## src/rtl/fixed_multiplier.sv

```systemverilog
// Sequential sign-magnitude fixed-point multiplier (shift-add, N-1 cycles).
// Truncates to Q fractional bits and saturates the magnitude on overflow.
module fixed_multiplier #(
  parameter int Q = 15,
  parameter int N = 32
) (
  input  logic         iClk,
  input  logic         iReset,
  input  logic         iStart,
  input  logic [N-1:0] iMultiplicand,
  input  logic [N-1:0] iMultiplier,
  output logic [N-1:0] oProduct,
  output logic         oOverflow,
  output logic         oComplete
);

  localparam int AW = 2 * N - 2;
  localparam int CW = $clog2(N);

  typedef enum logic {
    IDLE,
    RUN
  } state_t;

  state_t state, state_next;

  logic [AW-1:0] mag_a;
  logic [N-2:0]  mag_b;
  logic [AW-1:0] acc;
  logic [CW-1:0] count;
  logic          sign;
  logic [N-1:0]  product_r;
  logic          overflow_r;

  logic [AW-1:0] acc_sum;
  logic [AW-1:0] scaled;
  logic          ovf;
  logic [N-2:0]  mag_res;
  logic          last;

  always_ff @(posedge iClk) begin
    if (iReset) state <= IDLE;
    else        state <= state_next;
  end

  always_comb begin
    state_next = state;
    last       = (count == '0);
    // Final bit is folded into the result on the same edge that returns to IDLE
    acc_sum    = acc + (mag_b[0] ? mag_a : '0);
    scaled     = acc_sum >> Q;
    ovf        = |scaled[AW-1:N-1];
    mag_res    = ovf ? '1 : scaled[N-2:0];
    oComplete  = (state == IDLE);
    case (state)
      IDLE:    if (iStart) state_next = RUN;
      RUN:     if (last)   state_next = IDLE;
      default: state_next = IDLE;
    endcase
  end

  always_ff @(posedge iClk) begin
    if (iReset) begin
      mag_a      <= '0;
      mag_b      <= '0;
      acc        <= '0;
      count      <= '0;
      sign       <= 1'b0;
      product_r  <= '0;
      overflow_r <= 1'b0;
    end else begin
      case (state)
        IDLE: begin
          if (iStart) begin
            mag_a <= {{(N-1){1'b0}}, iMultiplicand[N-2:0]};
            mag_b <= iMultiplier[N-2:0];
            acc   <= '0;
            count <= CW'(N - 2);
            sign  <= iMultiplicand[N-1] ^ iMultiplier[N-1];
          end
        end
        RUN: begin
          acc   <= acc_sum;
          mag_a <= mag_a << 1;
          mag_b <= mag_b >> 1;
          count <= count - 1'b1;
          if (last) begin
            product_r  <= {sign & (|mag_res), mag_res};
            overflow_r <= ovf;
          end
        end
        default: ;
      endcase
    end
  end

  assign oProduct  = product_r;
  assign oOverflow = overflow_r;

endmodule
```

## config.mk

```make
export PLATFORM = sky130hd
export DESIGN_NAME = fixed_multiplier
export DESIGN_NICKNAME = d
export VERILOG_FILES = /design/src/rtl/fixed_multiplier.sv
export SDC_FILE = /design/constraint.sdc
export NUM_CORES = 1
export LEC_CHECK = 0
export CAP_MARGIN = 20
export CORE_ASPECT_RATIO = 1.4
export CORE_MARGIN = 10
export CORE_UTILIZATION = 40
export DETAILED_ROUTE_END_ITERATION = 8
export DONT_BUFFER_PORTS = 1
export PLACE_DENSITY = 0.62
export RECOVER_POWER = 50
export REMOVE_ABC_BUFFERS = 1
export SLEW_MARGIN = 5
export SYNTH_ARGS = -nofsm -noshare
export SYNTH_HDL_FRONTEND = slang
export SYNTH_SLANG_ARGS = --single-unit
export TNS_END_PERCENT = 20
```

## constraint.sdc

```tcl
create_clock -name iClk -period 4.55 [get_ports iClk]
set_input_delay 0.455 -clock iClk [delete_from_list [all_inputs] [get_ports iClk]]
set_output_delay 0.455 -clock iClk [all_outputs]
set_load 0.1 [all_outputs]
```

==> impl_metrics.json, run 1 <==
{
  "outcome": "finished with violations",
  "violations": "max-capacitance violations, max-slew violations",
  "synth_cell_types": 80,
  "track_usage_pct": 20.6,
  "final-hold-violation-count": 0,
  "tightest_slew_ns": 2.95,
  "drt-initial-drc-count": 833,
  "cts_tree": "built",
  "r2r_slack_ns": 0.16,
  "p_per_area_nw_per_um2": 264,
  "wl_per_cell_um": 19.6,
  "gp_congestion": 0.977,
  "synthTopCellsByArea": "dfxtp_1 29%, nor2_1 8.9%, a21oi_1 8.8%",
  "yosysTopAreaCellShare_pct": 29.4,
  "cts_buffers": 17,
  "rr_worst_depth": 14,
  "synth-async-reset-ratio_pct": 0,
  "regArea_sq_um": 3910,
  "synth.avg_cell_area_sq_um": 7.45,
  "fp.dieH_um": 236,
  "clock.fmax_ghz": 0.228,
  "grt_pass1_vias": 12500,
  "whs_ns": 0.0652,
  "core-area_sq_um": 32600,
  "worstSetupEndpointType": "flip-flop",
  "final.setup_skew_ns": 0.0144,
  "die-area_sq_um": 41000,
  "clk_path_buf_depth": 2,
  "rows": 78,
  "area_growth_syn_to_layout_pct": 8.83,
  "clock_sinks": 195,
  "synth_cells": 1785,
  "nFillCells": 3430,
  "dp_hpwl_um": 32700,
  "period_share_pct": 96.4,
  "slew_viol_final": 96,
  "viasPerCell": 5.76,
  "dp.cells": 2163,
  "start_util_pct": 40.8,
  "synth-main-ff-cell": "dfxtp_1",
  "die_w_um": 174,
  "synth_seq_cells": 195,
  "first_pass_iters": 5,
  "n_antenna_cell": 0,
  "yosysWarnings": 0,
  "seq_area_frac_synth_pct": 29.4,
  "setup_viol": 0,
  "multi_input_area_sq_um": 8780,
  "grt_pass1_wl_um": 68800,
  "grt_max_degree": 197,
  "vias": 12600,
  "maxCapViolCount": 2,
  "antenna_found_initial": 0,
  "clk_pin_slew_ns": 0.07,
  "min_to": "mag_b[26]$_SDFFE_PP0P_",
  "layout-drive-gt1-share_pct": 8.95,
  "wl_um": 43100,
  "yosysTopAreaCell": "dfxtp_1",
  "hold_class": "in -> reg",
  "max_slew_margin_pct": -96.6,
  "total_power_uw": 3820,
  "ios": 101,
  "clockRootBuffer": "clkbuf_16",
  "crit_type": "reg -> reg",
  "cts_max_level": 4,
  "p_leak_uw": 0.00598,
  "clk_latency_ns": 0.47,
  "period_needed_ns": 4.39,
  "path_max_fanout": 30,
  "rsz0062_at_grt": "false",
  "synth_edf_count": 0,
  "ys_top_cells_by_count": "316 x nor2_1, 233 x a21oi_1, 195 x dfxtp_1, 98 x nand2_1, 85 x and3_1",
  "port_buffers": 0,
  "synth_area_sq_um": 13300,
  "overflow": 0,
  "start_kind": "flip-flop",
  "tns_ns": 0,
  "worstReg2RegStart": "mag_b[0]$_SDFFE_PP0P_",
  "nets": 1875,
  "final_antenna_net_count": 0,
  "whs_path_depth": 1,
  "min_from": "iReset",
  "crit_required_ns": 4.91,
  "yosysMostFrequentCell": "nor2_1",
  "reg2reg_to": "oProduct[17]$_SDFFE_PP0P_",
  "ir_worst_vdd_mv": 0.228,
  "arrival_ns": 4.75,
  "final_cells": 2194,
  "drc": 0
}
[metal layers]
layer	global-route usage, %	routed length (um)	vias up	part of all wire [%]
li1	-	-	6332	-
met2	36.8	21800	271	51
met1	23.0	17600	5952	41
met5	0	0	-	0
met3	3.51	1900	72	4.4
met4	10.0	1790	0	4.2
[cells in the final DEF (no fill, tap or decap), types with 12 or more instances in the layout]
cell,n
nand3_1,43
a21oi_1,232
buf_4,63
and2_1,78
nor4_2,20
o21ai_0,41
clkbuf_16,17
nand4_1,43
o21bai_1,12
mux2i_1,66
inv_1,26
nor4_1,21
a31oi_1,16
nor3_1,56
o21a_1,12
xnor2_1,18
nor2_1,315
xor2_1,14
or3_1,15
a21o_1,12
ha_1,63
o21ai_1,20
and3_1,85
nand2_1,98
dfxtp_1,194
[worst max-delay path, stage by stage (launching register included)]
cell,delay (ns)
dfxtp_2,0.34
buf_12,0.15
and2_1,0.16
ha_1,0.38
a21oi_1,0.30
o21ai_1,0.19
a211oi_1,0.52
o21ai_1,0.32
or4_1,0.58
a211oi_2,0.40
a21oi_1,0.07
or4b_1,0.23
buf_12,0.24
nor2_4,0.09
a311oi_1,0.27
[how the worst max path moves through the flow]
| stage | start | endpoint |
|---|---|---|
| floorplan | state$_SDFF_PP0_ | count[3]$_SDFFE_PP0P_ |
| global placement | mag_b[0]$_SDFFE_PP0P_ | oProduct[30]$_SDFFE_PP0P_ |
| detailed placement | mag_b[0]$_SDFFE_PP0P_ | oProduct[17]$_SDFFE_PP0P_ |
| CTS | mag_b[0]$_SDFFE_PP0P_ | oProduct[17]$_SDFFE_PP0P_ |
| global route | mag_b[0]$_SDFFE_PP0P_ | oProduct[30]$_SDFFE_PP0P_ |
| finish | mag_b[0]$_SDFFE_PP0P_ | oProduct[17]$_SDFFE_PP0P_ |
[power by group]
group,internal [uW],switching (uW)
Sequential,1770,170
Clock,863,698
Combinational,115,201
[stage by stage]
step,area (sq um),utilization [%],worst slack (ns)
6_report,14500,44.4,0.164
5_1_grt,14500,44.4,0.0553
4_1_cts,14400,44.3,0.0713
3_5_place_dp,13900,42.5,0.0999
3_3_place_gp,13900,42.5,0.133
2_1_floorplan,12700,-,-3.46
[flip-flops by register name, summed over array words and instances, names as in the netlist]
register	count
acc	62
count	5
mag_a	62
mag_b	31
oOverflow	1
oProduct	32
sign	1
state	1
[cells by family (layout without fill, tap and decap cells)]
logic type / count (synthesis) / count (layout) / synth area share, %
simple gates: 812 / 812 / 30.7
compound gates: 457 / 457 / 21.7
flops: 195 / 195 / 29.4
buf+inv: 158 / 127 / 4.96
mux: 67 / 67 / 5.05
fa+ha+maj: 64 / 64 / 6.08
xor+xnor: 32 / 32 / 2.11
[area by class of cell]
type	count	area share, %
repair buffers	70	3.80
clock buffers	18	2.97
inverters	28	0.735
well taps	440	3.80
flip-flops and latches	195	27.0
clock inverters	11	1.06
multi-input cells	1432	60.7
[what timing repair did]
action	CTS	global route
endpoints found under the hold margin	0	0
endpoints found under the setup margin	0	17
resized for setup	0	6
setup buffers	0	2
hold buffers	0	0
Power figures use the tool's default switching activity.
==> run 2: changes to the inputs <==
HOLD_SLACK_MARGIN = 0.06   (was unset)
==> impl_metrics.json, run 2 (synthesized netlist as in run 1, its figures left out) <==
{
  "path_cells": "buf_12, and2_1, ha_1, a21oi_1, o21ai_1, a211oi_1, o21ai_1, or4_1, a211oi_2, a21oi_1, or4b_1, buf_12, nor2_4, a311oi_1",
  "p_leak_uw": 0.00599,
  "core-area_sq_um": 32600,
  "path_max_fanout": 30,
  "cts_tree": "built",
  "min_from": "iReset",
  "setup_viol": 0,
  "grt_pass1_vias": 12500,
  "port_buffers": 0,
  "ir_worst_vdd_mv": 0.229,
  "cp-startpoint": "mag_b[0]$_SDFFE_PP0P_",
  "crit_required_ns": 4.92,
  "area_growth_syn_to_layout_pct": 8.91,
  "p_per_area_nw_per_um2": 264,
  "start_kind": "flip-flop",
  "clk_latency_ns": 0.47,
  "cts_buffers": 17,
  "ios": 101,
  "layout-drive-gt1-share_pct": 8.95,
  "tightest_slew_ns": 2.98,
  "rr_worst_depth": 14,
  "wl_per_cell_um": 19.7,
  "viasPerCell": 5.77,
  "gp_congestion": 0.977,
  "overflow": 0,
  "rows": 78,
  "first_pass_iters": 6,
  "start_util_pct": 40.8,
  "track_usage_pct": 20.6,
  "nets": 1876,
  "period_share_pct": 95.4,
  "final_cells": 2195,
  "maxCapViolCount": 2,
  "die-area_sq_um": 41000,
  "slew_viol_final": 96,
  "final_antenna_net_count": 0,
  "crit_type": "reg -> reg",
  "vias": 12700,
  "max_slew_margin_pct": -98.9,
  "dp.cells": 2163,
  "hold_class": "in -> reg",
  "tns_ns": 0,
  "cts_max_level": 4,
  "total_power_uw": 3820,
  "worstReg2RegStart": "mag_b[0]$_SDFFE_PP0P_",
  "rsz0062_at_grt": "false",
  "period_needed_ns": 4.34,
  "grt_max_degree": 178,
  "worstSetupEndpointType": "flip-flop",
  "reg2reg_to": "oProduct[30]$_SDFFE_PP0P_",
  "antenna_found_initial": 0,
  "arrival_ns": 4.72,
  "drt-initial-drc-count": 810,
  "r2r_slack_ns": 0.21,
  "wl_um": 43200,
  "fin_util_pct": 44.4,
  "final-hold-violation-count": 0,
  "grt_pass1_wl_um": 69000,
  "clk_pin_slew_ns": 0.07,
  "clk_path_buf_depth": 2,
  "nFillCells": 3431,
  "clock.fmax_ghz": 0.230,
  "clockRootBuffer": "clkbuf_16",
  "violations": "max-capacitance violations, max-slew violations",
  "drc": 0,
  "outcome": "finished with violations",
  "final.setup_skew_ns": 0.0127,
  "layout_commonest_cell": "nor2_1",
  "worstSetupEndpoint": "oProduct[30]$_SDFFE_PP0P_",
  "cpMaxStageDelayCell": "or4_1",
  "mostFrequentLayoutCells": "315 x nor2_1, 232 x a21oi_1, 194 x dfxtp_1",
  "clock_sinks": 195,
  "n_antenna_cell": 0,
  "cpPeakStageDelay_ns": 0.57,
  "fp.dieH_um": 236,
  "dp_hpwl_um": 32700,
  "die_w_um": 174
}
-- run 2: critical path: cells and delay by family, from the launching register on --
family                     cells  cell delay (ns)
AOI/OAI and AO/OA              7             2.04
and+or+nand+nor                4             1.05
buffers and inverters          2             0.39
adders and majority gates      1             0.39
DFF                            1             0.34
-- run 2: where the power goes --
part	internal (uW)	total [uW]	switching [uW]
sequential	1770	1940	170
combinational	115	319	204
clock	863	1560	700
-- run 2: stage by stage --
stage	instance area (sq um)	setup WS [ns]	hold slack (ns)
CTS	14400	0.0713	0.0607
finish	14500	0.208	0.103
floorplan	12700	-3.46	0.438
global placement	13900	0.133	0.451
detailed placement	13900	0.0999	0.458
global route	14500	0.0548	0.0705
-- run 2: worst min path at each step --
stage / end / slack, ns / cells after the start
floorplan: sign$_SDFFE_PP0P_ / 0.44 / 2
global placement: sign$_SDFFE_PP0P_ / 0.45 / 2
CTS: acc[32]$_SDFFE_PP0P_ / 0.06 / 1
finish: oProduct[5]$_SDFFE_PP0P_ / 0.10 / 1
detailed placement: sign$_SDFFE_PP0P_ / 0.46 / 2
global route: mag_b[23]$_SDFFE_PP0P_ / 0.07 / 1
-- run 2: layout make-up --
cell class	count	area (sq um)	area share (%)
clock buffers	18	429	2.96
clock inverters	11	154	1.06
inverters	28	106	0.734
multi-input cells	1432	8780	60.6
flip-flops and latches	195	3910	27.0
well taps	440	551	3.80
repair buffers	71	559	3.86
-- run 2: metal layers --
layer,track usage [%],vias up,part of all wire [%]
met1,23.0,5989,41
met2,37.0,270,51
met5,0,-,0
met3,3.46,73,4.2
met4,10.0,0,4.0
li1,-,6334,-
-- run 2: repair_timing --
action                                  CTS  global route
gates resized for setup                   0             6
hold buffers                              1             0
endpoints found under the hold margin    20             0
setup buffers                             0             2
endpoints found under the setup margin    0            17
